### src/rtl/iso14443a_crc_a.sv
// Serial CRC_A (x^16 + x^12 + x^5 + 1, reflected, preset 0x6363) for ISO/IEC 14443-3 Type A.
// One bit is folded in per sample strobe, LSB of each byte first; crc comes straight from flops.
module iso14443a_crc_a (
    input  logic        clk,
    input  logic        rst_n,
    input  logic        start,
    input  logic        data,
    input  logic        sample,
    output logic [15:0] crc
);

    localparam logic [15:0] CRC_PRESET = 16'h6363;
    localparam logic [15:0] CRC_POLY_R = 16'h8408;

    logic [15:0] crc_p0;
    logic [15:0] crc_nxt;

    // One reflected LFSR step: shift right, fold the poly in when the bit leaving meets a 1.
    function automatic logic [15:0] crc_step(input logic [15:0] r, input logic b);
        logic fb;
        fb = b ^ r[0];
        return (r >> 1) ^ (fb ? CRC_POLY_R : 16'h0000);
    endfunction

    always_comb begin
        crc_nxt = crc_p0;
        if (start) begin
            crc_nxt = CRC_PRESET;
        end else if (sample) begin
            crc_nxt = crc_step(crc_p0, data);
        end
    end

    // Stage p0: CRC register
    always_ff @(posedge clk or negedge rst_n) begin
        if (!rst_n) begin
            crc_p0 <= CRC_PRESET;
        end else begin
            crc_p0 <= crc_nxt;
        end
    end

    assign crc = crc_p0;

endmodule

### config.mk
export PLATFORM = sky130hd
export DESIGN_NAME = iso14443a_crc_a
export DESIGN_NICKNAME = d
export VERILOG_FILES = /design/src/rtl/iso14443a_crc_a.sv
export SDC_FILE = /design/constraint.sdc
export NUM_CORES = 1
export LEC_CHECK = 0
export CORE_MARGIN = 3
export CORE_UTILIZATION = 45
export CTS_CLUSTER_SIZE = 10
export DETAILED_ROUTE_END_ITERATION = 8
export PLACE_DENSITY = 0.73
export SLEW_MARGIN = 10
export SYNTH_ARGS = -nofsm -noshare
export SYNTH_HDL_FRONTEND = slang
export SYNTH_SLANG_ARGS = --single-unit
### constraint.sdc
create_clock -name clk -period 1.6 [get_ports clk]
set_clock_uncertainty 0.1 [all_clocks]
set_input_delay 0.32 -clock clk [delete_from_list [all_inputs] [get_ports clk]]
set_output_delay 0.32 -clock clk [all_outputs]
set_load 0.005 [all_outputs]
After elaboration in Yosys (flattened, before gate mapping):

Cells that the tools add are included.

* reductions and logical operators: 1
* bitwise operators: 2
* mux-type cells: 3

Operators by type and width (count)
* $mux 16: 3
* $xor 15x16->16: 1
* $reduce_bool 2->1: 1
* $xor 1x1->1: 1

* output and inout bits: 16
* register bits after elaboration: 16
* word-level logic and storage cells: 7
* input port bits: 5

Depth between registers and ports, before layout:

* word-level depth: 5
* gate-level depth with buffers: 5
* mapped depth without buffers: 3

Worst setup path before layout:

OpenSTA, ideal clock, no wires.

* path kind: register to register
* from: register crc_p0[0], in the netlist crc[0]
* to: register crc_p0[10], in the netlist crc[10]
* period minus slack after synthesis: 1.392 ns
* path slack: 0.208 ns
* cell stages (with the launch flop): 4
* arrival: 1.188 ns
* setup time: 0.104 ns
* required time: 1.396 ns
* path buffers: 0
* path through: dfstp_2 > xnor2_1 > or4b_1 > o311ai_1

* word-level cells in the longest chain between the ends: 5

RTL lines
* from (decl): line 15 `logic [15:0] crc_p0;`
* from (signal assigned): line 39 `crc_p0 <= crc_nxt;`
* $xor 1x1->1: line 21 `fb = b ^ r[0];`
* $mux 16: line 22 `return (r >> 1) ^ (fb ? CRC_POLY_R : 16'h0000);`
* $xor 15x16->16: line 22
* $mux 16: line 29 `end else if (sample) begin`
* $mux 16: line 27 `if (start) begin`

Every way passes these cells. The select of a mux whose other input is x is not followed.
A chain may end at the register's enable or synchronous reset.

Worst setup path in the final report:

* from: register crc_p0[11], in the netlist crc[11]
* to: output crc[11]

RTL lines
* to (decl): line 9 `output logic [15:0] crc`

No word-level cell between the ends.

==> metrics.csv <==
metric,value,unit
post-route-period-util,97.6,%
crit_path_max_fanout,2,
cp-start-kind,flop,
clock_latency,0.28,ns
gr-usage-all-layers,18.3,%
crit_required,1.18,ns
drtIter0Drc,9,
syn_inst,58,
slew_headroom,85.6,%
slowest_delay,0.51,ns
vias,579,
fmax,0.640,GHz
drive_above_1_share,36.5,%
worst_pin_slew,0.215,ns
fin_total_pwr,0.939,mW
critPathTopFamily,buffers and inverters,
largest_register_ffs,16,
place_congestion,0.644,
synthesis.nets,63,
final_common_cell,buf_4,
hold_viol,0,
regToRegSetupSlack,0.06,ns
dr.pass1.iters,4,
power_density,837,nW/µm²
synth.cell_area,736,µm²
setup_viol,0,
grt_max_degree,19,
antenna_found_initial,0,
postCtsHoldBufs,0,
htreeDepth,1,
ys_seq_area_share,55.8,%
status,finished clean,
wl_per_cell,14.9,µm
slew_viol_final,0,
syn_avg_cell_area,12.7,µm²
ys_ff_latch,16,
crit_slowest_cell,clkdlybuf4s50_1,
synth_top_area_cell,dfstp_2,
use_met2,31.9,%
clock-sinks,16,
viasPerCell,5.22,
end_kind,primary output,
fin_util,79.2,%
rows,13,
worstPathArrival,1.14,ns
mostFrequentLayoutCells,"18 x buf_4, 10 x dlygate4sd2_1",
timing.critical_path.buf_inv,1,
dieArea,2160,µm²
die_w,46.4,µm
postRouteAntennaNets,0,
cts_tree,built,
min_period,1.56,ns
top_usage_layer,met2,
coreArea,1420,µm²
drc,0,
area_growth,52.4,%
dp_hpwl,1.01,mm
initial_core_util,52.0,%
die_height,46.4,µm
num_antenna_cells,0,
globalRouteOverflowTotal,0,
synth.distinct_cells,17,
yosys-top-cells-area,"dfstp_2 29%, dfrtp_1 27%, a211o_1 9.5%",
regToRegEndpoint,crc[10],
cellLeakagePower,0.582,nW
grt.met3_usage,4.69,%
max-vdd-ir-drop,473,µV
rsz0062_at_grt,no,
clockBufferDepth,2,
wirelength,1.65,mm
crit_chain,clkdlybuf4s50_1,
critical_path_class,flop to primary output,
grt_first_pass_wirelength,2.69,mm
maxCapViolations,0,
cts.root.buffer_cell,clkbuf_4,
fill_cells,108,
cts_made_buffers,3,
path_clk_slew,0.09,ns
grt_use_met1,19.9,%
rr_startpoint,crc[0],
yosys_warnings,0,
nets,102,
grt_pass1_vias,640,
port_buffers,20,
io_pins,21,
r2r_cells,4,
hold_path_class,primary input to async pin,
synth_top_cell_area_share,28.6,%
final cells by class:
class / count / area, µm² / area share [%]
sequential: 16 / 410 / 36.6
timing repair buffer: 39 / 347 / 30.9
multi-input combinational: 35 / 302 / 26.9
clock buffer: 4 / 36.3 / 3.24
tap: 15 / 18.8 / 1.67
inverter: 2 / 7.51 / 0.670
per-stage QoR:
step,setup TNS [ns],setup slack (ns),instance area [µm²],hold slack (ns),cells
after detailed placement,-0.233,-0.126,953,0.410,95
after CTS,0,0.00184,1070,0.258,111
after global routing,0,0.00178,1120,0.246,111
final,0,0.0380,1120,0.257,111
after global placement,-0.146,-0.0735,953,0.398,95
after floorplan,0,0.208,736,-0.0756,58
synthesized netlist by cell type:
master / number
nand4b_1: 2
dfstp_2: 8
clkbuf_1: 1
dfrtp_1: 8
a211o_1: 8
nor2b_1: 8
clkbuf_4: 1
o311ai_1: 2
mux2i_1: 5
or4b_1: 2
inv_1: 2
buf_8: 1
buf_12: 1
nor2_1: 6
buf_4: 1
xnor2_1: 1
a211oi_1: 1
report_power, final:
group / leakage, nW / switching, mW / internal [mW] / total, mW
Combinational: 0.371 / 0.0850 / 0.126 / 0.211
Clock: 0.0210 / 0.127 / 0.139 / 0.265
Sequential: 0.190 / 0.0174 / 0.445 / 0.463
Total: 0.582 / 0.229 / 0.710 / 0.939
per-layer routing:
layer,vias up,wire (µm)
met3,2,64
li1,281,-
met4,0,12
met1,282,696
met5,-,0
met2,14,879
kinds of logic after synthesis:
kind of cell | share of synthesized area, %
AND/OR/NAND/NOR | 15.0
flip-flops | 55.8
AO/OA/AOI/OAI | 12.9
buffers and inverters | 8.33
multiplexers | 6.80
XOR/XNOR | 1.19
worst max-delay path by stage:
| stage | startpoint | end | slack [ns] | cells past startpoint |
|---|---|---|---|---|
| 5_1_grt | crc[0] | crc[10] | 0.002 | 4 |
| 3_3_place_gp | data | crc[3] | -0.07 | 4 |
| 3_5_place_dp | data | crc[10] | -0.13 | 4 |
| 2_1_floorplan | crc[0] | crc[10] | 0.21 | 3 |
| 6_report | crc[11] | crc[11] | 0.04 | 1 |
| 4_1_cts | crc[10] | crc[10] | 0.002 | 1 |
what timing repair did:
action	CTS	global route
endpoints found under the setup margin	16	7
gates resized for setup	10	11
pin swaps	0	1
buffers inserted	12	0
(Power assumes the default switching activity.)
